File: src/rtl/tcp_rt_timer_engine.sv
// Per-flow retransmission timers and duplicate-ACK detection that feed
// retransmit requests (RTO or fast retransmit) back to the TX engine.
module tcp_rt_timer_engine #(
    parameter int MAX_FLOWS         = 8,
    parameter int FLOWID_W          = $clog2(MAX_FLOWS),
    parameter int TIMESTAMP_W       = 64,
    parameter int ACK_NUM_W         = 32,
    parameter int DUP_ACK_CNT_W     = 4,
    parameter int DUP_ACK_RT        = 3,
    parameter int RT_TIMEOUT_CYCLES = 250000000
) (
    input  logic                   clk,
    input  logic                   rst_n,
    input  logic                   arm_val,
    input  logic [FLOWID_W-1:0]    arm_flowid,
    output logic                   arm_rdy,
    input  logic                   ack_val,
    input  logic [FLOWID_W-1:0]    ack_flowid,
    input  logic [ACK_NUM_W-1:0]   ack_num,
    input  logic                   ack_all_acked,
    output logic                   ack_rdy,
    output logic                   rt_req_val,
    output logic [FLOWID_W-1:0]    rt_req_flowid,
    output logic                   rt_req_cause,
    input  logic                   rt_req_rdy,
    output logic [TIMESTAMP_W-1:0] cur_time
);
    localparam logic [TIMESTAMP_W-1:0]   RTO       = TIMESTAMP_W'(RT_TIMEOUT_CYCLES);
    localparam logic [DUP_ACK_CNT_W-1:0] DUP_RT    = DUP_ACK_CNT_W'(DUP_ACK_RT);
    localparam logic [DUP_ACK_CNT_W-1:0] DUP_MAX   = '1;
    localparam logic [FLOWID_W-1:0]      LAST_FLOW = FLOWID_W'(MAX_FLOWS - 1);

    logic [TIMESTAMP_W-1:0]   deadline [MAX_FLOWS];
    logic [ACK_NUM_W-1:0]     last_ack [MAX_FLOWS];
    logic [DUP_ACK_CNT_W-1:0] dup_cnt  [MAX_FLOWS];
    logic [MAX_FLOWS-1:0]     armed;
    logic [MAX_FLOWS-1:0]     fast_pend;
    logic [FLOWID_W-1:0]      scan;

    logic                     ack_new;
    logic                     arm_post_armed;
    logic                     scan_fast;
    logic                     eligible;
    logic                     out_free;
    logic                     load;
    logic [DUP_ACK_CNT_W-1:0] dup_next;
    logic [TIMESTAMP_W-1:0]   restart_dl;

    assign arm_rdy    = 1'b1;
    assign ack_rdy    = 1'b1;
    assign restart_dl = cur_time + RTO;
    assign ack_new    = ack_num != last_ack[ack_flowid];
    assign dup_next   = (dup_cnt[ack_flowid] == DUP_MAX) ? DUP_MAX
                      : dup_cnt[ack_flowid] + DUP_ACK_CNT_W'(1);

    // Timer state the arm sees after a same-cycle ACK on the same flow
    always_comb begin
        arm_post_armed = armed[arm_flowid];
        if (ack_val && ack_flowid == arm_flowid && (ack_new || ack_all_acked))
            arm_post_armed = !ack_all_acked;
    end

    assign scan_fast = fast_pend[scan];
    assign eligible  = scan_fast || (armed[scan] && cur_time >= deadline[scan]);
    assign out_free  = !rt_req_val || rt_req_rdy;
    assign load      = eligible && out_free;

    always_ff @(posedge clk or negedge rst_n) begin
        if (!rst_n) begin
            cur_time      <= '0;
            armed         <= '0;
            fast_pend     <= '0;
            scan          <= '0;
            rt_req_val    <= 1'b0;
            rt_req_flowid <= '0;
            rt_req_cause  <= 1'b0;
            for (int i = 0; i < MAX_FLOWS; i++) begin
                deadline[i] <= '0;
                last_ack[i] <= '0;
                dup_cnt[i]  <= '0;
            end
        end else begin
            cur_time <= cur_time + TIMESTAMP_W'(1);

            // Placed first so a same-cycle ACK to this flow overrides it
            if (load && !scan_fast)
                dup_cnt[scan] <= '0;

            if (ack_val) begin
                if (ack_new) begin
                    last_ack[ack_flowid] <= ack_num;
                    dup_cnt[ack_flowid]  <= '0;
                    armed[ack_flowid]    <= !ack_all_acked;
                    if (!ack_all_acked)
                        deadline[ack_flowid] <= restart_dl;
                end else if (!ack_all_acked) begin
                    dup_cnt[ack_flowid] <= dup_next;
                    if (dup_next == DUP_RT)
                        fast_pend[ack_flowid] <= 1'b1;
                end else begin
                    armed[ack_flowid]   <= 1'b0;
                    dup_cnt[ack_flowid] <= '0;
                end
            end

            if (arm_val && !arm_post_armed) begin
                armed[arm_flowid]    <= 1'b1;
                deadline[arm_flowid] <= restart_dl;
            end

            // An issued request's clear overrides any same-cycle update
            if (load) begin
                if (scan_fast)
                    fast_pend[scan] <= 1'b0;
                else
                    armed[scan] <= 1'b0;
                rt_req_val    <= 1'b1;
                rt_req_flowid <= scan;
                rt_req_cause  <= scan_fast;
            end else if (rt_req_rdy) begin
                rt_req_val <= 1'b0;
            end

            if (!eligible || out_free)
                scan <= (scan == LAST_FLOW) ? '0 : scan + FLOWID_W'(1);
        end
    end
endmodule

File: config.mk
export PLATFORM = sky130hd
export DESIGN_NAME = tcp_rt_timer_engine
export DESIGN_NICKNAME = d
export VERILOG_FILES = /design/src/rtl/tcp_rt_timer_engine.sv
export SDC_FILE = /design/constraint.sdc
export NUM_CORES = 2
export LEC_CHECK = 0
export CAP_MARGIN = 30
export CELL_PAD_IN_SITES_DETAIL_PLACEMENT = 1
export CELL_PAD_IN_SITES_GLOBAL_PLACEMENT = 1
export CORE_ASPECT_RATIO = 0.9
export CORE_MARGIN = 2
export CORE_UTILIZATION = 58
export CTS_CLUSTER_SIZE = 28
export DETAILED_ROUTE_END_ITERATION = 7
export DONT_BUFFER_PORTS = 1
export PLACE_DENSITY_LB_ADDON = 0.15
export SETUP_SLACK_MARGIN = 0.05
export SYNTH_ARGS = -nofsm -noshare
export SYNTH_HDL_FRONTEND = slang
export SYNTH_SLANG_ARGS = --single-unit
File: constraint.sdc
create_clock -name clk -period 7.3 [get_ports clk]
set_input_delay 0.73 -clock clk [delete_from_list [all_inputs] [get_ports clk]]
set_output_delay 0.73 -clock clk [all_outputs]
set_load 0.02 [all_outputs]
Yosys cells after proc, flatten, opt, wreduce, memory -nomap -nowiden
Cells that the tools add are included.

operators by class
  equality and inequality tests = 5
  reductions and logical operators = 23
  bitwise logic cells = 14
  $lt $le $gt $ge = 13
  add/subtract/negate cells = 4
  shifts and indexed selects = 0
  muxes and demuxes = 61
  divide/modulo/power cells = 0
  $mul = 0

operators by type and width
  operator                                                           number
  512-bit two-way mux                                                4
  512-bit bitwise mux                                                2
  64-bit demux with 3-bit select                                     2
  256-bit bitwise mux                                                1
  64-bit two-way mux                                                 4
  32-bit two-way mux                                                 7
  64-bit binary-select mux with 3-bit select                         1
  32-bit binary-select mux with 3-bit select                         1
  32-bit demux with 3-bit select                                     1
  8-bit two-way mux                                                  12
  64-bit by 1-bit adder with 64-bit output (second input constant)   1
  64-bit by 28-bit adder with 64-bit output (second input constant)  1
  32-bit AND                                                         2
  64-bit >= comparator                                               1
  32-bit NOT                                                         2
  32-bit bitwise mux                                                 1
  32-bit != test                                                     1
  8-bit AND                                                          3
  4-bit demux with 3-bit select                                      2
  4-bit two-way mux                                                  5
  8-bit NOT                                                          2
  8-bit bitwise OR                                                   2
  4-bit binary-select mux with 3-bit select                          1
  4-bit >= comparator (second input constant)                        3
  20 further kinds                                                   58

word-level totals
  flip-flop bits (word level) = 888
  logic and storage cells = 151
  memories = 0
  latch bits = 0
  bits in read-only memories = 0
  memory bits (writable) = 0
  output and inout port bits = 71
  bits of input ports = 44

Depth between registers and ports, before layout
  depth after elaboration = 14
  mapped depth = 17

Worst setup path after synthesis
OpenSTA, ideal clock, no wires.

  path kind = register to register
  from = register scan[1]
  to = register dup_cnt[23] (netlist bit)
  arrival = 4256 ps
  cell stages (with the launch flop) = 16
  buffers on the path = 3
  slack = 2896 ps
  required time = 7152 ps
  cell sequence = dfrtp_1 clkbuf_1 nor3_1 clkbuf_1 buf_1 a22oi_1 and3_1 ha_1 nand4_1 or4_1 nand3b_1 nand3b_1 o22ai_1 nor2_1 nor4_1 o22ai_1

on the way
  word-level cells in the longest chain between the ends = 14
  elaborated cells on any way between the ends = 27

ends and longest elaborated chain
  what                                                   RTL line  text
  start: declaration                                     38        logic [FLOWID_W-1:0] scan;
  start signal: assignment                               125       scan <= (scan == LAST_FLOW) ? '0 : scan + FLOWID_W'(1);
  3-bit NOT with 4-bit output (not written as such)      64, 87
  64-bit binary-select mux with 3-bit select             64        assign eligible = scan_fast || (armed[scan] && cur_time >= deadline[scan]);
  64-bit two-way mux (not written as such) (2 in a row)  64
  64-bit >= comparator                                   64
  1-bit logical AND                                      64
  1-bit logical OR                                       64
  1-bit logical AND                                      66        assign load = eligible && out_free;
  1-bit logical AND                                      86        if (load && !scan_fast)
  32-bit two-way mux *                                   86
  32-bit bitwise mux or 32-bit AND (tied branches)       n/a
  32-bit two-way mux                                     96        end else if (!ack_all_acked) begin
  32-bit two-way mux                                     90        if (ack_new) begin
  32-bit two-way mux *                                   89        if (ack_val) begin
  end signal: indexed assignment                         97        dup_cnt[ack_flowid] <= dup_next;
  end: declaration                                       35        logic [DUP_ACK_CNT_W-1:0] dup_cnt [MAX_FLOWS];

Every way passes the cells marked *; elsewhere a longest branch is shown, timed or not. The select of a mux whose other input is x is not followed.
A chain may end at the register's enable or synchronous reset.

Worst setup path in the final report
  from = register scan[2]
  to = register dup_cnt[27] (netlist bit)

The elaborated chain is that of the path after synthesis.

==> impl_metrics.yaml <==
outcome:
  status: "completed"
sta:
  hold_viol: 0
  final.setup.tns_ns: 0
  worstMarginPinSlew_ns: 1.22
  slew_headroom: 0.188
  fmax_ghz: 0.158
  period_minus_slack_ns: 6.33
  finalCritPeriodShare: 0.867
  final_max_slew_viol_count: 0
  layout_setup_ws_ns: 0.969
  setup_viol: 0
  rsz0062_at_grt: "false"
  skew_ns: 0.0189
floorplan:
  die_y_um: 260
  die_area_um2: 75200
  rows: 93
  core_area_um2: 71900
  io_pins: 115
  die_w_um: 289
  initial_core_util: 0.589
clock_tree:
  insertion_delay_ns: 0.66
  cts_buffers: 90
  cts_tree: "built"
  clockBufferDepth: 3
  htree_levels: 3
  clk_pin_slew_ns: 0.06
  cts.sinks: 888
  postCtsSetupBuffers: 0
  root_buffer: "clkbuf_16"
  cts_resized: 0
grt:
  grt_usage: 0.331
  grt_pass1_vias: 30800
  overflow: 0
  grt_pass1_wl_um: 189000
  grt_max_degree: 889
  antenna_found_initial: 2
drt:
  routed_wl_um: 123000
  first_pass_iters: 6
  drt_iter0_markers: 2020
  vias: 27500
  ant_nets: 0
  drc: 0
  vias_per_cell: 6.66
  routedWlPerCell_um: 30.0
yosys:
  synth.area.top_cells: "dfrtp_1, mux2_2, mux2_1"
  synth_area_per_cell_um2: 13.4
  synth.yosys.seq_area_share: 0.525
  synth_enable_flop_cells: 0
  ys_seq_elements: 888
  synth_commonest_cells: "dfrtp_1, mux2_2, mux2_1"
  synth_area_leader_cell: "dfrtp_1"
  syn-cell-area_um2: 42300
  synthArstFlopShare: 1.00
  yosysWarningCount: 0
  synth_flop_cell: "dfrtp_1"
  synth_cell_types: 68
  synth.top_cell.area_share: 0.525
  syn_inst: 3160
  synth_most_common_cell: "dfrtp_1"
power_and_ir_drop:
  peakVddDrop_uv: 214
  p_leak_uw: 0.0206
  cellPowerDensity_nw_per_um2: 252
critical_path:
  critPathKind: "reg -> reg"
  worstPathRequired_ns: 7.80
  path_cells: "nor2_1 > and2_4 > buf_4 > a221oi_1 > and3_1 > ha_1 > nand4_1 > or4_1 > nand3b_1 > nand3b_1 > o22ai_1 > nor2_1 > nor4_1 > o22ai_1"
  critPathMaxFanout: 48
  critPathLaunchType: "register"
  crit_slowest_cell: "nor4_1"
  endpoint_kind: "register"
  worstRegToRegCells: 14
  max_stage_delay_ns: 0.90
  crit_arrival_ns: 6.83
finish:
  drive_above_1_share: 0.256
  fin_nets: 3212
  syn_to_final_growth_pct: 9.35
  antenna-diode-count: 0
placed_design:
  numPortBuffers: 0
  dp_hpwl_um: 73900
  globalplace.congestion: 0.875
  pre_cts_ws_ns: 1.14
worst_hold_path:
  hp-class: "in -> async"
job:
  maxCapViolCount: 0
[metal layers]
metal  track usage  up-vias  part of all wire
met4         0.108        4             0.029
met1         0.446    14800              0.43
met5             0        -           0.00022
li1              -    11600                 -
met3        0.0552      272             0.057
met2         0.549      799              0.49
[registers in the layout, summed over array words and instances (netlist names)]
name	count
rt_req_flowid	3
dup_cnt	32
scan	3
cur_time	64
rt_req_cause	1
fast_pend	8
rt_req_val	1
last_ack	256
deadline	512
armed	8
[where the power goes]
group	internal, uW	total [uW]	switching, uW	leakage [uW]
clock	2810	4820	2010	0.00151
sequential	5400	5680	275	0.0112
combinational	646	1180	537	0.00790
[worst paths after layout]
check	slack, ns	end	startpoint
setup / recovery	0.97	dup_cnt[27]	scan[2]
hold / removal	0.02	deadline[1]	rst_n
setup reg to reg	0.97	dup_cnt[27]	scan[2]
hold reg to reg	0.48	deadline[214]	deadline[214]
max in group asynchronous	5.43	deadline[445]	rst_n
min in group clk	0.22	last_ack[159]	ack_num[31]
[through the flow]
| stage | cells | hold slack [ns] | utilization | total power, uW | area (um^2) |
|---|---|---|---|---|---|
| after floorplan | 3161 | 0.434 | - | 6550 | 42300 |
| after global placement | 3941 | 0.467 | 0.598 | 6690 | 43000 |
| after detailed placement | 3950 | 0.464 | 0.599 | 6820 | 43100 |
| after CTS | 4113 | -0.224 | 0.642 | 11600 | 46100 |
| after global routing | 4120 | 0.0368 | 0.644 | 12100 | 46300 |
| final | 4120 | 0.0166 | 0.644 | 11700 | 46300 |
[placed cells by master, fill, tap and decap left out, types with 68 or more instances in the layout]
cell and instances:
and3_1 75, mux2_2 460, nor2_1 68, xnor2_1 99, a22oi_1 137, a221oi_1 76, a22o_1 69, mux2_1 253
clkbuf_16 92, dfrtp_1 888, mux2i_1 73, ha_1 69, nand2_1 133
[final cells by class]
class                   instances  area, um^2
clock buffers                 127        2600
clock inverters                36         453
fillers                      6635       25600
inverters                      22        82.6
multi-input cells            2028       19000
flip-flops and latches        888       22200
well taps                     950        1190
repair buffers                 69         774
[kinds of logic (layout without fill, tap and decap cells)]
kind of cell	count (synthesis)	count (layout)	synth area share
mux	893	893	0.253
flops	888	888	0.525
simple gates	457	457	0.0555
compound gates	456	456	0.0848
buf+inv	245	254	0.0300
xor+xnor	151	151	0.0312
fa+ha+maj	69	69	0.0204
other cells	1	2	0.0000886
[worst max-delay path: cells and delay by family (launching register included)]
kind / cells / cell delay (ns)
and+or+nand+nor: 9 / 3.92
DFF: 1 / 0.65
AOI/OAI and AO/OA: 3 / 0.82
adders and majority gates: 1 / 0.29
buffers and inverters: 1 / 0.47
Power figures use the tool's default switching activity.
